<file path="config.mk">
export PLATFORM = sky130hd
export DESIGN_NAME = melody_tone_gen
export DESIGN_NICKNAME = d
export VERILOG_FILES = /design/src/rtl/melody_tone_gen.sv
export SDC_FILE = /design/constraint.sdc
export NUM_CORES = 1
export LEC_CHECK = 0
export BUFFER_PORTS_ARGS = -buffer_cell sky130_fd_sc_hd__buf_2
export CAP_MARGIN = 30
export CORE_MARGIN = 5
export CORE_UTILIZATION = 60
export DETAILED_ROUTE_END_ITERATION = 8
export PLACE_DENSITY = 0.8
export SYNTH_ARGS = -nofsm -noshare
export SYNTH_HDL_FRONTEND = slang
export SYNTH_SLANG_ARGS = --single-unit
</file>
<file path="constraint.sdc">
create_clock -name clk -period 7.5 [get_ports clk]
set_input_delay 0.375 -clock clk [delete_from_list [all_inputs] [get_ports clk]]
set_output_delay 0.375 -clock clk [all_outputs]
set_load 0.005 [all_outputs]
</file>
<file path="src/rtl/melody_tone_gen.sv">
// Melody sequencer: walks a fixed 16-entry note ROM and drives a square-wave
// tone for each pitched step, with silent rests and an articulation gap.
module melody_tone_gen #(
    parameter int CLK_FREQ    = 50000000,
    parameter int UNIT_CYCLES = 6250000,
    parameter int GAP_CYCLES  = 625000
) (
    input  logic       clk,
    input  logic       rst_n,
    input  logic       start,
    input  logic       stop,
    input  logic       loop_en,
    output logic       tone_out,
    output logic       playing,
    output logic [3:0] step_idx,
    output logic       done
);

    // state   | meaning
    // S_IDLE  | waiting for start
    // S_LOAD  | fetch ROM[step_idx], decode note/duration
    // S_PLAY  | tone (or silence for a rest) for dur units
    // S_GAP   | articulation silence, then advance step
    // S_DONE  | one-cycle done pulse before returning to idle
    typedef enum logic [2:0] {S_IDLE, S_LOAD, S_PLAY, S_GAP, S_DONE} state_t;

    localparam int HP_C4_RAW = CLK_FREQ / (2 * 262);
    localparam int HP_W      = ($clog2(HP_C4_RAW + 1) < 17) ? 17 : $clog2(HP_C4_RAW + 1);
    localparam int CNT_MAX   = (UNIT_CYCLES > GAP_CYCLES) ? UNIT_CYCLES : GAP_CYCLES;
    localparam int CNT_W     = $clog2(CNT_MAX + 1);

    // Terminal counts (HP-1) for each pitch, resolved at elaboration.
    localparam logic [HP_W-1:0] HPL_C4 = HP_W'(CLK_FREQ / (2 * 262) - 1);
    localparam logic [HP_W-1:0] HPL_D4 = HP_W'(CLK_FREQ / (2 * 294) - 1);
    localparam logic [HP_W-1:0] HPL_E4 = HP_W'(CLK_FREQ / (2 * 330) - 1);
    localparam logic [HP_W-1:0] HPL_F4 = HP_W'(CLK_FREQ / (2 * 349) - 1);
    localparam logic [HP_W-1:0] HPL_G4 = HP_W'(CLK_FREQ / (2 * 392) - 1);
    localparam logic [HP_W-1:0] HPL_A4 = HP_W'(CLK_FREQ / (2 * 440) - 1);
    localparam logic [HP_W-1:0] HPL_B4 = HP_W'(CLK_FREQ / (2 * 494) - 1);
    localparam logic [HP_W-1:0] HPL_C5 = HP_W'(CLK_FREQ / (2 * 523) - 1);

    localparam logic [CNT_W-1:0] UNIT_LAST = CNT_W'(UNIT_CYCLES - 1);
    localparam logic [CNT_W-1:0] GAP_LAST  = CNT_W'(GAP_CYCLES - 1);

    state_t          state;
    logic [HP_W-1:0] hp_cnt;
    logic [HP_W-1:0] hp_last;
    logic            pitched;
    logic [CNT_W-1:0] cyc_cnt;
    logic [3:0]      units_left;

    logic [6:0]      rom_word;
    logic [3:0]      rom_note;
    logic [2:0]      rom_dur;
    logic [HP_W-1:0] rom_hp_last;
    logic            rom_pitched;
    logic            rom_end;

    function automatic logic [6:0] rom_entry(input logic [3:0] idx);
        case (idx)
            4'd0:    rom_entry = {4'd1, 3'd2};
            4'd1:    rom_entry = {4'd2, 3'd2};
            4'd2:    rom_entry = {4'd3, 3'd2};
            4'd3:    rom_entry = {4'd4, 3'd2};
            4'd4:    rom_entry = {4'd5, 3'd2};
            4'd5:    rom_entry = {4'd6, 3'd2};
            4'd6:    rom_entry = {4'd7, 3'd2};
            4'd7:    rom_entry = {4'd8, 3'd2};
            4'd8:    rom_entry = {4'd0, 3'd1};
            default: rom_entry = {4'd15, 3'd0};
        endcase
    endfunction

    always_comb begin
        rom_word    = rom_entry(step_idx);
        rom_note    = rom_word[6:3];
        rom_dur     = rom_word[2:0];
        rom_end     = (rom_note == 4'd15);
        rom_pitched = 1'b1;
        rom_hp_last = '0;
        case (rom_note)
            4'd1:    rom_hp_last = HPL_C4;
            4'd2:    rom_hp_last = HPL_D4;
            4'd3:    rom_hp_last = HPL_E4;
            4'd4:    rom_hp_last = HPL_F4;
            4'd5:    rom_hp_last = HPL_G4;
            4'd6:    rom_hp_last = HPL_A4;
            4'd7:    rom_hp_last = HPL_B4;
            4'd8:    rom_hp_last = HPL_C5;
            default: rom_pitched = 1'b0;
        endcase
    end

    always_ff @(posedge clk or negedge rst_n) begin
        if (!rst_n) begin
            state      <= S_IDLE;
            tone_out   <= 1'b0;
            playing    <= 1'b0;
            step_idx   <= 4'd0;
            done       <= 1'b0;
            hp_cnt     <= '0;
            hp_last    <= '0;
            pitched    <= 1'b0;
            cyc_cnt    <= '0;
            units_left <= 4'd0;
        end else begin
            done <= 1'b0;
            if (stop) begin
                state      <= S_IDLE;
                tone_out   <= 1'b0;
                playing    <= 1'b0;
                step_idx   <= 4'd0;
                hp_cnt     <= '0;
                cyc_cnt    <= '0;
                units_left <= 4'd0;
            end else begin
                case (state)
                    S_IDLE: begin
                        if (start) begin
                            state    <= S_LOAD;
                            playing  <= 1'b1;
                            step_idx <= 4'd0;
                        end
                    end
                    S_LOAD: begin
                        if (rom_end) begin
                            if (loop_en) begin
                                step_idx <= 4'd0;
                            end else begin
                                state <= S_DONE;
                                done  <= 1'b1;
                            end
                        end else begin
                            state      <= S_PLAY;
                            hp_cnt     <= '0;
                            cyc_cnt    <= '0;
                            hp_last    <= rom_hp_last;
                            pitched    <= rom_pitched;
                            units_left <= (rom_dur == 3'd0) ? 4'd8 : {1'b0, rom_dur};
                            tone_out   <= 1'b0;
                        end
                    end
                    S_PLAY: begin
                        if (pitched) begin
                            if (hp_cnt == hp_last) begin
                                hp_cnt   <= '0;
                                tone_out <= ~tone_out;
                            end else begin
                                hp_cnt <= hp_cnt + 1'b1;
                            end
                        end
                        // End of the last unit overrides any toggle landing on the same edge.
                        if (cyc_cnt == UNIT_LAST) begin
                            cyc_cnt    <= '0;
                            units_left <= units_left - 4'd1;
                            if (units_left == 4'd1) begin
                                state    <= S_GAP;
                                tone_out <= 1'b0;
                            end
                        end else begin
                            cyc_cnt <= cyc_cnt + 1'b1;
                        end
                    end
                    S_GAP: begin
                        if (cyc_cnt == GAP_LAST) begin
                            cyc_cnt  <= '0;
                            step_idx <= step_idx + 4'd1;
                            state    <= S_LOAD;
                        end else begin
                            cyc_cnt <= cyc_cnt + 1'b1;
                        end
                    end
                    S_DONE: begin
                        state    <= S_IDLE;
                        playing  <= 1'b0;
                        step_idx <= 4'd0;
                    end
                    default: begin
                        state    <= S_IDLE;
                        tone_out <= 1'b0;
                        playing  <= 1'b0;
                        step_idx <= 4'd0;
                    end
                endcase
            end
        end
    end

endmodule

</file>
== Yosys cells after proc, flatten, opt, wreduce, memory -nomap -nowiden ==
Memories as Yosys holds them, arrays and structs flattened.
Index checks and enable logic that the tools add are counted.
Storage, ports and cells
  bits of input ports: 5
  ROM bits: 96
  memories kept: 1
  bits in registers: 72
  output and inout bits: 7
  RAM bits: 0
  bits in latches: 0
Memories
  (name not given): depth 16, width 6, rd ports 1, clocked after memory_dff 0, write ports 0, RTL line 60  | case (idx)
Cells by class
  multipliers: 0
  add/sub/neg operators: 4
  reductions and logical operators: 15
  order comparisons: 0
  shift operators: 0
  div/mod/pow operators: 0
  bitwise gates (word level): 3
  multiplexer cells: 45
  equality and inequality tests: 29
Operator list (number)
  17-bit case mux with 8 select lines: 1
  23-bit 2-to-1 mux: 4
  23-bit case mux with 3 select lines: 1
  17-bit 2-to-1 mux: 4
  4-bit 2-to-1 mux: 9
  17-bit case mux with 2 select lines: 1
  3-bit inequality test, second input constant: 8
  23-bit by 1-bit adder with 23-bit output, second input constant: 1
  23-bit by 20-bit == test with 1-bit output, second input constant: 1
  23-bit == test, second input constant: 1
  3-bit 2-to-1 mux: 7
  17-bit by 1-bit adder with 17-bit output, second input constant: 1
  17-bit == test: 1
  4-bit by 3-bit == test with 1-bit output, second input constant: 4
  4-bit case mux with 4 select lines: 1
  1-bit 2-to-1 mux: 13
  3-bit case mux with 4 select lines: 1
  5-bit AND reduction: 2
  3-bit AND reduction: 3
  4-bit by 1-bit == test with 1-bit output, second input constant: 2
  4-bit by 2-bit == test with 1-bit output, second input constant: 2
  4-bit == test, second input constant: 2
  4-bit case mux with 2 select lines: 1
  8-bit OR reduction: 1
  16 further kinds: 24

== Logic depth before layout (Yosys ltp) ==
  depth after elaboration: 7
  gate-level depth with buffers: 11
  mapped depth without buffers: 8

== Worst setup path before layout ==
No wires, ideal clock.
  path kind: flip-flop to flip-flop
  start: register step_idx[0]
  end: register cyc_cnt[21]
  stages on the path, launching flop included: 11
  buffers on the path: 2
  arrival: 2.643 ns
  clock period less this slack: 2.720 ns
  path slack: 4.780 ns
  cell sequence: dfrtp_1 ha_1 ha_1 clkbuf_1 nor2b_1 a22oi_2 nor4_2 or2_1 buf_2 or4_1 a21oi_1
Between the ends
  cells in the longest elaborated chain, start to end: 4
Ends and longest elaborated chain
  start, declared: RTL line 15  | output logic [3:0] step_idx,
  start signal, assigned: RTL line 167  | step_idx <= step_idx + 4'd1;
  memory 16 x 6 bit
  4-bit == test: RTL line 78  | rom_end = (rom_note == 4'd15);
  3-bit inequality test (no source line)
  2-bit AND reduction (no source line)
  end signal, assigned: RTL line 161  | cyc_cnt <= cyc_cnt + 1'b1;
  end signal, assigned: RTL line 170  | cyc_cnt <= cyc_cnt + 1'b1;
  end, declared: RTL line 49  | logic [CNT_W-1:0] cyc_cnt;
Every way passes these cells.
A chain may end at the register's enable or synchronous reset.

== Final worst setup path ==
  start: register step_idx[0]
  end: register hp_cnt[14]
Between the ends
  cells in the longest elaborated chain, start to end: 4
Ends and longest elaborated chain
  memory 16 x 6 bit
  4-bit == test: RTL line 78
  3-bit inequality test (no source line)
  3-bit AND reduction (no source line)
  end signal, assigned: RTL line 149  | hp_cnt <= hp_cnt + 1'b1;
  end, declared: RTL line 46  | logic [HP_W-1:0] hp_cnt;
Every way passes these cells.

==> metrics.csv <==
metric,value,unit
CTS root buf,clkbuf_8,
crit path cell chain,inv_1 > ha_1 > nor2b_1 > a22oi_2 > o41ai_2 > buf_4 > or2_1 > nor2_1 > nor2_1,
setup tns final,0,ps
MaxCap Viol Count,0,
Yosys top cell by area,dfrtp_1,
largest family of logic cells by synthesized area,simple AND/OR/NAND/NOR gates,
most instantiated cells after synthesis,"dfrtp_1 (71), nand2_1 (61), nor2_1 (46), xnor2_1 (34), o21ai_0 (20)",
Yosys reg bits,71,
vias in the first global route,3346,
initial antenna violation count,0,
Fillers,555,
Post-route DRC,0,
clock skew,8.625,ps
switching share of total power,28.63,%
yosys synthesis warning count,0,
Int Power,662.8,uW
sequential area share after synthesis,41.35,%
routed via count,3704,
post-synthesis mux area share,0.7280,%
cell leakage power,0.001889,uW
net load switching power,265.9,uW
top-area cell type share of the netlist area,41.35,%
VDD IR max,0.1239,mV
Worst Max-Slew Pin Slew,885.5,ps
CP startpoint kind,flip-flop,
Post-synth EDFFs,0,
Synth Net Count,498,
Skew-Pair Late Insertion Delay,350,ps
initial drt markers,272,
share of cells above drive strength 1,9.553,%
CP max FO,17,
clock share of power,36.4,%
worst r2r dst,hp_cnt[14]$_DFFE_PN0P_,
RSZ-0062 raised after global routing,false,
Die Y,94.62,um
critical path class,flip-flop to flip-flop,
fraction of registers with async set/reset,100.0,%
Yosys cell types,61,
worst r2r src,step_idx[0]$_DFFE_PN0P_,
"most used cell, CP",nor2_1,
Hold Buf Count CTS,0,
CTS tree,built,
hpwl dp,6808,um
Crit path largest cell delay,660,ps
RD Place Congestion,0.9016,
drt total wl,9615,um
Most used DFF post-synth,dfrtp_1,
core area,0.006869,mm2
CTS resizes,0,
setup violators final,0,
Power Dens Cells,200.9,mW/mm2
Top Ports,12,
CTS buffer count,9,
pre-CTS setup slack,4100,ps
Post-CTS Setup Repair Bufs,0,
ANT nets after route,0,
Max transition margin,40.54,%
Overflow after GRT,0,
Final WS setup,4090,ps
largest net degree at the start of global routing,72,
r2r setup slk,4090,ps
Clock Tree Buf Depth,2,
slowest CP cell,dfrtp_1,
Arrival @ worst endpoint,3620,ps
port bufs,11,
Synth Area in Compound Gates,19.45,%
most common cell in the netlist,dfrtp_1,
Critical Path Sink Type,flip-flop,
Rows,30,
XOR/XNOR Fraction of Synth Area,7.338,%
final slew viol count,0,
Post-Synth Adder-Cell Area,2.038,%
Flop pwr share,48.1,%
fin crit share,45.47,%
worst hold path class,input pin to async pin,
Gate power share,15.4,%
Post-Syn Instances,486,
gr usage total,23.33,%
status,"complete, no violations",
first-pass GRT wire length,16350,um
"top cells by area, synth","dfrtp_1 (41%), xnor2_1 (6.9%), nand2_1 (5.3%), nor2_1 (4.0%), a22o_1 (3.1%)",
"CTS clk-pin slew, worst paths",80,ps
nets@finish,499,
"Hold Vio Cnt, Final",0,
FF-to-FF path depth,9,
CP bufs+invs,2,
syn avg cell area,8.841,um2
vias per cell,6.299,
netlist area before placement,0.004297,mm2
TritonRoute pass-1 iters,5,
f_max,293.2,MHz
CTS Sinks,71,
final antenna diode count,0,
min Tclk post-route,3410,ps
Simple-Gate Fraction of Synth Area,25.54,%
Critical Path RT,7710,ps
die area,0.008953,mm2
Initial Utilization,62.55,%
Layout Area Growth over Synthesis,7.600,%
wire per inst,16.35,um
cell family with most CP delay,simple AND/OR/NAND/NOR gates,
Die Span X,94.62,um
CTS H-tree depth,3,
-- cells by family (layout without fill, tap and decap cells) --
family / after synthesis / after routing
simple gates: 214 / 214
compound gates: 118 / 118
flops: 71 / 71
buf+inv: 37 / 43
xor+xnor: 36 / 36
fa+ha+maj: 7 / 7
mux: 3 / 3
-- how the worst max path moves through the flow --
stage	start	endpoint	slack (ps)	cells after the start
after global routing	step_idx[0]$_DFFE_PN0P_	hp_cnt[10]$_DFFE_PN0P_	3820	9
after CTS	step_idx[0]$_DFFE_PN0P_	hp_cnt[10]$_DFFE_PN0P_	4100	9
final	step_idx[0]$_DFFE_PN0P_	hp_cnt[14]$_DFFE_PN0P_	4090	9
after detailed placement	step_idx[0]$_DFFE_PN0P_	hp_cnt[10]$_DFFE_PN0P_	4100	9
after floorplan	step_idx[0]$_DFFE_PN0P_	cyc_cnt[21]$_DFFE_PN0P_	4780	10
after global placement	step_idx[0]$_DFFE_PN0P_	hp_cnt[9]$_DFFE_PN0P_	4270	9
-- cell type report --
class | count | area [um2] | area share [%]
inverter | 12 | 45.04 | 0.9743
tap | 96 | 120.1 | 2.598
sequential | 71 | 1777 | 38.43
clock inverter | 7 | 97.59 | 2.111
multi-input combinational | 378 | 2367 | 51.20
timing repair buffer | 15 | 92.59 | 2.003
clock buffer | 9 | 123.9 | 2.679
-- cells in the final DEF, fill, tap and decap left out, drive strengths merged, types with 3 or more instances in the layout --
cell type,synthesis,final
dfrtp,71,71
nand2,61,61
nor2,47,47
xnor2,34,34
o21ai,22,22
nand3,18,18
a21oi,17,17
nor4,17,17
nand4,16,16
a22o,15,15
buf,6,15
nor3,14,14
a31oi,14,14
a21o,13,13
o31ai,13,13
inv,12,12
clkbuf,19,9
nor2b,7,7
ha,7,7
and3,5,5
nand2b,5,5
or2,5,5
o22ai,4,4
and4,4,4
nor4b,3,3
and2,3,3
a211oi,3,3
o21bai,3,3
clkinv,0,3
-- flip-flops by register name, summed over array words and instances (netlist names) --
name and cells:
cyc_cnt 23, units_left 4, tone_out 1, state 3, done 1, hp_last 16, hp_cnt 17, playing 1
pitched 1, step_idx 4
-- metal layers --
layer  GRT usage, %  vias to the layer above  part of all wire, %
met1          35.89                     1759                   49
met2          32.24                      143                   42
met3          3.904                       19                  6.6
li1               -                     1783                    -
met5              0                        -                    0
met4          9.615                        0                  2.1
-- power groups by stage --
stage	combinational, uW	clock (uW)	sequential (uW)
final	143	338	447
after global routing	161	362	451
after CTS	144	344	446
after detailed placement	143	0	454
after global placement	136	0	452
after floorplan	113	0	441
-- metrics by stage --
step	cells	hold slack [ps]	total power, uW	cell area [um2]	util (%)
after floorplan	486	79.41	554.5	4297	-
after global placement	571	488.3	588.0	4387	63.86
after detailed placement	572	489.6	597.0	4402	64.08
after CTS	588	227.6	933.8	4623	67.30
after global routing	588	236.3	974.0	4623	67.30
final	588	201.5	928.7	4623	67.30
(Power assumes the default switching activity.)
